### src/rtl/in_sync_pulse.sv
// Debounced input conditioner: per-channel 2-flop sync, stability counter, rise/fall pulses.
// Optional auto-repeat of rise while held, enabled by defining HOLD_REPEAT_EN.

module in_sync_pulse_ch #(
  parameter int DB_CNT     = 4
`ifdef HOLD_REPEAT_EN
  ,
  parameter int REP_DELAY  = 50,
  parameter int REP_PERIOD = 10
`endif
) (
  input  logic clk,
  input  logic rst,
  input  logic in_i,
  output logic level_o,
  output logic rise_o,
  output logic fall_o
);
  localparam int CW = (DB_CNT > 1) ? $clog2(DB_CNT) : 1;
  localparam logic [CW-1:0] CNT_MAX = CW'(DB_CNT - 1);

  logic          s1_q, s2_q;
  logic [CW-1:0] cnt_q, cnt_d;
  logic          level_q, level_d;
  logic          rise_q, rise_d;
  logic          fall_q, fall_d;
  logic          acc_rise;

  always_comb begin
    cnt_d    = cnt_q;
    level_d  = level_q;
    acc_rise = 1'b0;
    fall_d   = 1'b0;
    if (s2_q == level_q) begin
      cnt_d = '0;
    end else if (cnt_q == CNT_MAX) begin
      level_d  = s2_q;
      cnt_d    = '0;
      acc_rise = s2_q;
      fall_d   = ~s2_q;
    end else begin
      cnt_d = cnt_q + 1'b1;
    end
  end

`ifdef HOLD_REPEAT_EN
  // rep_ph_q selects the initial delay (0) or the steady repeat period (1)
  logic [15:0] rep_cnt_q, rep_cnt_d;
  logic        rep_ph_q, rep_ph_d;
  logic        rep_hit;

  always_comb begin
    rep_cnt_d = rep_cnt_q;
    rep_ph_d  = rep_ph_q;
    rep_hit   = 1'b0;
    if (acc_rise) begin
      rep_cnt_d = '0;
      rep_ph_d  = 1'b0;
    end else if (level_q && level_d) begin
      if (!rep_ph_q && rep_cnt_q == 16'(REP_DELAY - 1)) begin
        rep_hit   = 1'b1;
        rep_cnt_d = '0;
        rep_ph_d  = 1'b1;
      end else if (rep_ph_q && rep_cnt_q == 16'(REP_PERIOD - 1)) begin
        rep_hit   = 1'b1;
        rep_cnt_d = '0;
      end else begin
        rep_cnt_d = rep_cnt_q + 16'd1;
      end
    end
  end

  always_ff @(posedge clk) begin
    if (rst) begin
      rep_cnt_q <= '0;
      rep_ph_q  <= 1'b0;
    end else begin
      rep_cnt_q <= rep_cnt_d;
      rep_ph_q  <= rep_ph_d;
    end
  end

  assign rise_d = acc_rise | rep_hit;
`else
  assign rise_d = acc_rise;
`endif

  always_ff @(posedge clk) begin
    if (rst) begin
      s1_q    <= 1'b0;
      s2_q    <= 1'b0;
      cnt_q   <= '0;
      level_q <= 1'b0;
      rise_q  <= 1'b0;
      fall_q  <= 1'b0;
    end else begin
      s1_q    <= in_i;
      s2_q    <= s1_q;
      cnt_q   <= cnt_d;
      level_q <= level_d;
      rise_q  <= rise_d;
      fall_q  <= fall_d;
    end
  end

  assign level_o = level_q;
  assign rise_o  = rise_q;
  assign fall_o  = fall_q;
endmodule

module in_sync_pulse #(
  parameter int CH         = 4,
  parameter int DB_CNT     = 4,
  parameter int REP_DELAY  = 50,
  parameter int REP_PERIOD = 10
) (
  input  logic          clk,
  input  logic          rst,
  input  logic [CH-1:0] in,
  output logic [CH-1:0] level,
  output logic [CH-1:0] rise,
  output logic [CH-1:0] fall
);
  if (CH < 1 || CH > 32) begin : g_bad_ch
    $error("in_sync_pulse: CH out of range");
  end
  if (DB_CNT < 1 || DB_CNT > 65535) begin : g_bad_db
    $error("in_sync_pulse: DB_CNT out of range");
  end
  if (REP_DELAY < 1 || REP_DELAY > 65535 || REP_PERIOD < 1 || REP_PERIOD > 65535) begin : g_bad_rep
    $error("in_sync_pulse: repeat timing out of range");
  end

  for (genvar g = 0; g < CH; g++) begin : g_ch
    in_sync_pulse_ch #(
      .DB_CNT     (DB_CNT)
`ifdef HOLD_REPEAT_EN
      ,
      .REP_DELAY  (REP_DELAY),
      .REP_PERIOD (REP_PERIOD)
`endif
    ) u_ch (
      .clk     (clk),
      .rst     (rst),
      .in_i    (in[g]),
      .level_o (level[g]),
      .rise_o  (rise[g]),
      .fall_o  (fall[g])
    );
  end
endmodule

### config.mk
export PLATFORM = sky130hd
export DESIGN_NAME = in_sync_pulse
export DESIGN_NICKNAME = d
export VERILOG_FILES = /design/src/rtl/in_sync_pulse.sv
export SDC_FILE = /design/constraint.sdc
export NUM_CORES = 1
export LEC_CHECK = 0
export ABC_AREA = 1
export CAP_MARGIN = 20
export CORE_MARGIN = 2
export CORE_UTILIZATION = 45
export CTS_BUF_LIST = sky130_fd_sc_hd__clkbuf_4 sky130_fd_sc_hd__clkbuf_8
export DETAILED_ROUTE_END_ITERATION = 8
export PLACE_DENSITY = 0.7
export SYNTH_ARGS = -nofsm -noshare
export SYNTH_HDL_FRONTEND = slang
export SYNTH_HIERARCHICAL = 1
export SYNTH_SLANG_ARGS = --single-unit
### constraint.sdc
create_clock -name clk -period 1 [get_ports clk]
set_input_delay 0.1 -clock clk [delete_from_list [all_inputs] [get_ports clk]]
set_output_delay 0.1 -clock clk [all_outputs]
set_load 0.01 [all_outputs]
==> impl_metrics.tcl <==
set metrics [dict create \
    status "finished, final reports clean" \
    worstSetupStartpointType "flop" \
    die_y_um 50.5 \
    dpl.hpwl_mm 1.10 \
    clock.fmax_ghz 1.09 \
    finalHoldViolCount 0 \
    syn2layout_area_growth_pct 28.5 \
    hold_path_depth 3 \
    grt_usage 0.127 \
    coreArea_um2 2000 \
    grt_max_degree 17 \
    synth_warnings 6 \
    wl_per_cell_um 8.32 \
    reg2regPathDepth 4 \
    clkPwrFrac 0.367 \
    antenna_found_initial 0 \
    ctsHtreeMaxLevel 1 \
    ant_nets 0 \
    p_comb_frac 0.044 \
    dpl_cell_area_um2 1250 \
    crit_fanout 3 \
    ir_drop_v 0.000997 \
    via_per_inst 4.34 \
    p_sw_frac 0.185 \
    synthAdderAreaFrac 0.0515 \
    clk_latency_ns 0.32 \
    clk_path_buf_depth 2 \
    min_period_ns 0.920 \
    r2r_setup_slack_ns 0.08 \
    worst_slew_pin_slew_ns 0.160 \
    rsz0062_at_grt "false" \
    synth_seq_cells 28 \
    port_buffers 17 \
    syn_nets 122 \
    drc 0 \
    clock_sinks 28 \
    whs_ns 0.275 \
    dieArea_um2 2550 \
    critPathArrivalTime_ns 1.18 \
    fill_cells 181 \
    critPathRequiredTime_ns 1.26 \
    synth_top_family_by_area "simple AND/OR/NAND/NOR gates" \
    synth_cell_types 10 \
    setup_viol 0 \
    vias 729 \
    min_from "in[2]" \
    hold_buffers 0 \
    setup_tns_ns 0 \
    grt_overflow_total 0 \
    first_pass_iters 4 \
    grt_pass1_vias 659 \
    layout.cells.most_common_list "24 x dfxtp_1, 19 x inv_1, 16 x nand2_1" \
    r2r-start "g_ch[3].u_ch/cnt_q[0]" \
    netlist_area_um2 971 \
    syn_avg_cell_area_um2 8.67 \
    slew_headroom 0.892 \
    seqPwrFrac 0.588 \
    gp_routability_congestion 0.766 \
    cts_tree "done" \
    synth_cells 112 \
    antenna_cells 0 \
    fin_ws_ns 0.0797 \
    synthSimpleGateAreaFrac 0.242 \
    fin_area_um2 1250 \
    die_w_um 50.5 \
    hold_path.class "in2reg" \
    finalWirelength_mm 1.40 \
    seqCellArea_um2 566 \
    drt_iter0_markers 4 \
    p_sw_uw 361 \
    multiInputGateArea_um2 308 \
    finalPower_uw 1950 \
    grt_first_pass_wirelength_mm 2.40 \
    drv_slew 0 \
    path_clk_slew_ns 0.14 \
    synth_compound_area_frac 0.0206 \
    ys_seq_area_frac 0.577 \
    nets 152 \
    layout_commonest_cell "dfxtp_1" \
    drive_gt1_frac 0.326 \
    p_int_uw 1590 \
    ios 18 \
    rows 16 \
    numCtsBuffers 3 \
    min_period_over_period 0.920 \
    fin_worst_skew_ns 0.00678 \
    clock-root-buffer "clkbuf_4" \
    cts.repair.resized 36 \
    cap_violations 0 \
    powerDensity_nw_per_um2 1560 \
    worstSetupPathType "reg2reg" \
    p_leak_uw 0.000570 \
    synth_xor_xnor_area_share 0 \
    start_util 0.485 \
    cts_setup_buffers 0 \
    r2r_end "g_ch[3].u_ch/cnt_q[1]" \
    min_to "g_ch[2].u_ch/s1_q" \
    synthMuxAreaShare 0 \
    endpoint_kind "flop" \
    place_ws_ns -0.104 \
]
layout make-up:
class,count,share of cell area
tap,27,0.0271
multi-input combinational,56,0.247
clock buffer,3,0.0181
clock inverter,1,0.0241
timing repair buffer,25,0.146
inverter,28,0.0843
sequential,28,0.453
synth_stat cells:
cell type / instances / area share
a21oi_1: 4 / 0.021
dfxtp_1: 28 / 0.58
ha_1: 4 / 0.052
inv_1: 20 / 0.077
inv_2: 8 / 0.031
nand2_1: 16 / 0.062
nand2_2: 4 / 0.026
nand4_2: 4 / 0.052
nor2_1: 16 / 0.062
nor3_1: 8 / 0.041
power groups by stage:
stage / clock network [µW] / registers, µW / logic [µW]
floorplan: 0 / 1170 / 36.1
global placement: 0 / 1170 / 83.5
detailed placement: 0 / 1170 / 87.4
CTS: 742 / 1150 / 87.4
global route: 778 / 1150 / 97.6
finish: 716 / 1150 / 86.5
worst max-delay path by stage:
stage,depth (start not counted),endpoint,start
6_report,4,g_ch[3].u_ch/cnt_q[1],g_ch[3].u_ch/cnt_q[0]
5_1_grt,4,g_ch[0].u_ch/cnt_q[1],g_ch[0].u_ch/cnt_q[0]
4_1_cts,1,fall[0],g_ch[0].u_ch/fall_o
3_5_place_dp,5,g_ch[0].u_ch/cnt_q[0],rst
3_3_place_gp,5,g_ch[1].u_ch/cnt_q[0],rst
2_1_floorplan,4,g_ch[0].u_ch/cnt_q[0],g_ch[0].u_ch/cnt_q[0]
cells by family (layout without fill, tap and decap cells):
group / count (synthesis) / count (layout)
AND/OR/NAND/NOR: 48 / 48
flip-flops: 28 / 28
buffers and inverters: 28 / 57
adder cells (fa/ha/maj): 4 / 4
AO/OA/AOI/OAI: 4 / 4
metal layers:
metal | up-vias | GRT usage | part of all wire | routed length, µm
met1 | 321 | 0.124 | 0.42 | 587
met5 | - | 0 | 0 | 0
met2 | 14 | 0.230 | 0.50 | 701
met4 | 0 | 0.0946 | 0.029 | 41
met3 | 4 | 0.0298 | 0.047 | 66
li1 | 390 | - | - | -
worst max-delay path, cell delays in order, from the launching register on:
cell and delay [ns]:
dfxtp_1 0.34, ha_1 0.22, inv_1 0.09, nand4_2 0.11, nor2_1 0.11
metrics by stage:
step / instances / util
3_3_place_gp: 164 / 0.623
4_1_cts: 168 / 0.649
5_1_grt: 168 / 0.623
2_1_floorplan: 112 / -
3_5_place_dp: 164 / 0.623
6_report: 168 / 0.623
registers in the layout (all words and copies together), names as in the netlist:
register and count:
g_ch.u_ch/s1_q 4, g_ch.u_ch/level_o 4, g_ch.u_ch/cnt_q 8, g_ch.u_ch/fall_o 4
g_ch.u_ch/rise_o 4, g_ch.u_ch/s2_q 4
(Power assumes the default switching activity.)
